## src/rtl/dandy_pkg.sv

```systemverilog
// Shared types and constants for the dance sequencer: FSM states, segment bits, frame ROM.
package dandy_pkg;

    typedef enum logic [1:0] {
        IDLE  = 2'd0,
        RUN   = 2'd1,
        PAUSE = 2'd2
    } state_t;

    localparam int FRAMES = 8;
    localparam int IDX_W  = 3;

    localparam logic [6:0] SEG_A = 7'h01;
    localparam logic [6:0] SEG_B = 7'h02;
    localparam logic [6:0] SEG_C = 7'h04;
    localparam logic [6:0] SEG_D = 7'h08;
    localparam logic [6:0] SEG_E = 7'h10;
    localparam logic [6:0] SEG_F = 7'h20;
    localparam logic [6:0] SEG_G = 7'h40;

    // Rows are patterns (spin, wave, blink, walk), columns are frames 0..7.
    localparam logic [6:0] FRAME_ROM [4][FRAMES] = '{
        '{7'h01, 7'h02, 7'h04, 7'h08, 7'h10, 7'h20, 7'h01, 7'h02},
        '{7'h40, 7'h09, 7'h40, 7'h36, 7'h40, 7'h09, 7'h40, 7'h36},
        '{7'h7F, 7'h00, 7'h7F, 7'h00, 7'h7F, 7'h00, 7'h7F, 7'h00},
        '{7'h06, 7'h30, 7'h06, 7'h30, 7'h0E, 7'h38, 7'h0E, 7'h38}
    };

endpackage

```

## src/rtl/dandy_prescaler.sv

```systemverilog
// Frame-rate prescaler: tick every 2^(speed+MIN_SHIFT) enabled cycles; clr parks the count at 0.
module dandy_prescaler #(
    parameter int PRESCALE_W = 24,
    parameter int MIN_SHIFT  = 16
) (
    input  logic       clk,
    input  logic       rst,
    input  logic       en,
    input  logic       clr,
    input  logic [2:0] speed,
    output logic       tick
);

    localparam logic [PRESCALE_W-1:0] ONE = PRESCALE_W'(1);

    logic [PRESCALE_W-1:0] count;
    logic [PRESCALE_W-1:0] limit;

    assign limit = (ONE << (32'(speed) + MIN_SHIFT)) - ONE;
    // >= rather than == so a speed drop below the current count fires at once.
    assign tick  = en && (count >= limit);

    always_ff @(posedge clk) begin
        if (rst || clr)
            count <= '0;
        else if (en)
            count <= tick ? '0 : count + ONE;
    end

endmodule

```

## src/rtl/dandy_dance_sequencer.sv

```systemverilog
// Dance animation FSM: steps idx through a ROM pattern, drives segments/dp.
// Optional DANCE_BOUNCE_EN makes idx ping-pong 0..7..0 instead of wrapping.
module dandy_dance_sequencer
    import dandy_pkg::*;
#(
    parameter int PRESCALE_W = 24,
    parameter int MIN_SHIFT  = 16
) (
    input  logic             clk,
    input  logic             rst,
    input  logic             ena,
    input  logic             run,
    input  logic             step,
    input  logic [2:0]       speed,
    input  logic [1:0]       pattern,
    output logic [6:0]       segments,
    output logic             dp,
    output logic [IDX_W-1:0] step_idx,
    output logic             running
);

    localparam logic [IDX_W-1:0] IDX_ONE = IDX_W'(1);

    state_t           state;
    logic [IDX_W-1:0] idx;
    logic [IDX_W-1:0] idx_nxt;
    logic             step_q;
    logic             wrap_q;
    logic             tick;
    logic             step_edge;
    logic             adv;
    logic             rev;
`ifdef DANCE_BOUNCE_EN
    logic             dir_up;
`endif

    dandy_prescaler #(
        .PRESCALE_W (PRESCALE_W),
        .MIN_SHIFT  (MIN_SHIFT)
    ) u_prescaler (
        .clk   (clk),
        .rst   (rst),
        .en    (state == RUN && ena),
        .clr   (state == IDLE),
        .speed (speed),
        .tick  (tick)
    );

    assign step_edge = (state == PAUSE) && step && !step_q;
    assign adv       = ena && (tick || step_edge);
    assign step_idx  = idx;

    always_comb begin
        idx_nxt = idx + IDX_ONE;
        rev     = (idx == IDX_W'(FRAMES - 1));
`ifdef DANCE_BOUNCE_EN
        if (dir_up) begin
            rev = (idx == IDX_W'(FRAMES - 2));
        end else begin
            idx_nxt = idx - IDX_ONE;
            rev     = (idx == IDX_ONE);
        end
`endif
    end

    always_ff @(posedge clk) begin
        if (rst) begin
            state    <= IDLE;
            running  <= 1'b0;
            idx      <= '0;
            segments <= '0;
            dp       <= 1'b0;
            step_q   <= 1'b0;
            wrap_q   <= 1'b0;
`ifdef DANCE_BOUNCE_EN
            dir_up   <= 1'b1;
`endif
        end else begin
            step_q   <= step;
            // wrap_q delays dp by one so it lines up with the segments of the new frame.
            wrap_q   <= adv && rev;
            dp       <= wrap_q;
            segments <= (ena && state != IDLE) ? FRAME_ROM[pattern][idx] : '0;
            running  <= ena && run;
            if (adv) begin
                idx <= idx_nxt;
`ifdef DANCE_BOUNCE_EN
                if (rev)
                    dir_up <= !dir_up;
`endif
            end
            case (state)
                IDLE:    if (ena) state <= run ? RUN : PAUSE;
                RUN:     if (!ena) state <= IDLE; else if (!run) state <= PAUSE;
                PAUSE:   if (!ena) state <= IDLE; else if (run) state <= RUN;
                default: state <= IDLE;
            endcase
        end
    end

endmodule

```

## config.mk

```make
export PLATFORM = sky130hd
export DESIGN_NAME = dandy_dance_sequencer
export DESIGN_NICKNAME = d
export VERILOG_FILES = /design/src/rtl/dandy_pkg.sv /design/src/rtl/dandy_prescaler.sv /design/src/rtl/dandy_dance_sequencer.sv
export SDC_FILE = /design/constraint.sdc
export NUM_CORES = 1
export LEC_CHECK = 0
export ABC_AREA = 1
export BUFFER_PORTS_ARGS = -buffer_cell sky130_fd_sc_hd__buf_2
export CAP_MARGIN = 15
export CORE_UTILIZATION = 63
export CTS_CLUSTER_DIAMETER = 80
export DETAILED_ROUTE_END_ITERATION = 6
export GPL_ROUTABILITY_DRIVEN = 0
export PLACE_DENSITY = 0.84
export SYNTH_ARGS = -nofsm -noshare
export SYNTH_HDL_FRONTEND = slang
export SYNTH_SLANG_ARGS = --single-unit
```

## constraint.sdc

```tcl
create_clock -name clk -period 7.45 [get_ports clk]
set_input_delay 1.49 -clock clk [delete_from_list [all_inputs] [get_ports clk]]
set_output_delay 1.49 -clock clk [all_outputs]
set_load 0.02 [all_outputs]
```

==> flow_summary.yaml <==
clock_tree:
  clock_sink_count: 40
  clockBufferDepth: 2
  insertion_delay_ps: 370
  post_cts_buffers: 0
  root_buffer: "clkbuf_4"
  post_cts_resized: 0
  tritoncts: "built"
  clkSlewWorstSetupHoldPaths_ps: 120
  ctsHoldBuffers: 0
  cts_buffers: 5
  h-tree-depth: 2
die:
  die_height_um: 62.6
  rows: 21
  io_pins: 22
  fp.dieW_um: 62.6
  fp.dieArea_um2: 3920
  core_area_um2: 3420
  initial_utilization_pct: 67.8
final_layout:
  antenna_cells: 0
  layout.filler_cells: 277
  drive_gt1_share_pct: 12.2
  regArea_um2: 801
  nNetsFinal: 380
  multi_input_area_um2: 1290
  design_area_um2: 2540
  fin_util_pct: 74.4
  syn_to_final_growth_pct: 9.73
setup_path:
  required_ps: 7720
  rrSetupSlack_ps: 5440
  r2r_end: "u_prescaler.count[7]"
  worstSetupPathType: "in -> reg"
  r2r_start: "u_prescaler.count[17]"
  worst_setup_path_start_kind: "primary input"
  crit_path_max_fanout: 23
  cp-endpoint: "u_prescaler.count[7]"
  end_kind: "register"
  reg2reg_depth: 10
  crit_start: "speed[0]"
  critPathArrivalTime_ps: 4010
run_status:
  status: "complete, no violations"
sta:
  fmax_mhz: 268
  drv_slew: 0
  whs_ps: 414
  final_min_period_over_clock_period_pct: 50.1
  setup_viol: 0
  skew_ps: 18.9
  rsz0062_at_grt: "false"
  fin_tns_setup_ps: 0
  fin_crit_ps: 3730
  hold_viol: 0
synthesis:
  ys_warn_count: 0
  synth_edf_count: 0
  ys_seq_area_share_pct: 34.6
  synth_seq_cells: 40
  synth_top_area_share_pct: 34.6
  yosysUniqueCellTypes: 33
  synth_top_area_cell: "dfxtp_1"
  synth_area_leaders: "dfxtp_1, nand2_1, ha_1"
  synth-async-reset-ratio_pct: 0
  synthCells: 329
  synth_area_per_cell_um2: 7.04
  synth.cell_area_um2: 2310
  ys.flop_type: "dfxtp_1"
  synth.net_count: 357
power:
  ir_drop_mv: 0.153
  powerDensity_nw_per_um2: 159
  p_leak_nw: 1.12
route:
  wl_per_cell_um: 10.9
  drc: 0
  drtPass1Iterations: 4
  drtIter0Drc: 126
  vias: 2087
  finalWirelength_mm: 4.33
  vias_per_cell: 5.23
  final_antenna_net_count: 0
global_route:
  gr-total-overflow: 0
  grt_pass1_vias: 1919
  track_usage_pct: 24.8
  antenna_found_initial: 0
  grt_max_degree: 24
  grt_pass1_wl_mm: 7.78
place:
  place_area_um2: 2450
  portBuffers: 21
  dpl.hpwl_mm: 3.23
flow_run:
  cap_violations: 0
hold_path:
  hp-start: "wrap_q"
  hp-class: "reg -> reg"
power breakdown:
part | internal, mW | total, mW | switching, mW
logic | 0.0108 | 0.0309 | 0.0201
registers | 0.216 | 0.217 | 0.00146
clock network | 0.0804 | 0.155 | 0.0747
metal layers:
layer / up-vias / track usage, % / wire [um]
li1: 1093 / - / -
met1: 938 / 30.3 / 2090
met2: 47 / 41.3 / 1970
met3: 9 / 4.38 / 175
met4: 0 / 12.8 / 92
met5: - / 0 / 0
layout by cell type (no fill, tap or decap), drive strengths merged, types with 2 or more instances in the layout:
| cell type | Yosys | final |
|---|---|---|
| nand2 | 68 | 68 |
| nor2 | 56 | 56 |
| inv | 50 | 50 |
| dfxtp | 40 | 40 |
| nand3 | 26 | 26 |
| buf | 3 | 21 |
| ha | 18 | 18 |
| o21ai | 12 | 12 |
| a21oi | 12 | 12 |
| xor2 | 10 | 10 |
| nand4 | 7 | 7 |
| nor3 | 6 | 6 |
| clkbuf | 2 | 6 |
| xnor2 | 4 | 4 |
| a31oi | 2 | 2 |
| a211oi | 2 | 2 |
| nor3b | 2 | 2 |
| o22ai | 2 | 2 |
| clkinv | 1 | 2 |
critical path: stages:
cell and delay (ps):
buf_2 130, nor2_1 130, inv_1 70, nor2_1 130, inv_1 70, ha_1 210, o21ai_0 130, o21ai_0 140
o21ai_0 100, ha_1 250, nand2_1 50, inv_1 40, a21oi_1 130, nand2_1 70, nand2_1 120, nand3_2 410
a211oi_1 320
worst min path at each step:
stage / end / slack, ps / cells after the start
floorplan: dp / 390 / 2
global placement: dp / 400 / 2
detailed placement: dp / 400 / 2
CTS: dp / 420 / 2
global route: dp / 470 / 2
finish: dp / 410 / 2
sequential cells by signal (all words and copies together) (netlist names):
| name | count |
|---|---|
| step_q | 1 |
| segments | 7 |
| running | 1 |
| dp | 1 |
| u_prescaler.count | 24 |
| wrap_q | 1 |
| state | 2 |
| step_idx | 3 |
cell usage after synthesis (4+ instances only):
| cell type | count |
|---|---|
| nand3_1 | 24 |
| nand4_1 | 6 |
| a21oi_1 | 11 |
| nand2_1 | 66 |
| dfxtp_1 | 40 |
| xnor2_1 | 4 |
| inv_1 | 48 |
| nor2_1 | 50 |
| nor2_4 | 4 |
| xor2_1 | 10 |
| o21ai_0 | 12 |
| ha_1 | 18 |
| nor3_1 | 6 |
stage by stage:
stage	setup slack, ps	total power, mW	cells
final	3720	0.403	399
after global placement	3530	0.252	391
after CTS	3730	0.407	399
after global routing	3400	0.419	399
after floorplan	3990	0.244	329
after detailed placement	3340	0.253	391
final cells by class:
type | count | area share [%]
clock buffers | 6 | 2.02
multi-input cells | 233 | 51.0
repair buffers | 21 | 4.14
clock inverters | 2 | 1.53
well taps | 46 | 2.27
inverters | 51 | 7.54
flip-flops and latches | 40 | 31.5
logic make-up (layout without fill, tap and decap cells):
group,count (synthesis),count (layout),synth area share (%)
buffers and inverters,56,80,9.46
AO/OA/AOI/OAI,33,33,8.16
AND/OR/NAND/NOR,167,167,32.6
XOR/XNOR,14,14,5.30
adder cells (fa/ha/maj),18,18,9.73
flip-flops,40,40,34.6
other,1,1,0.162
Power figures use the tool's default switching activity.
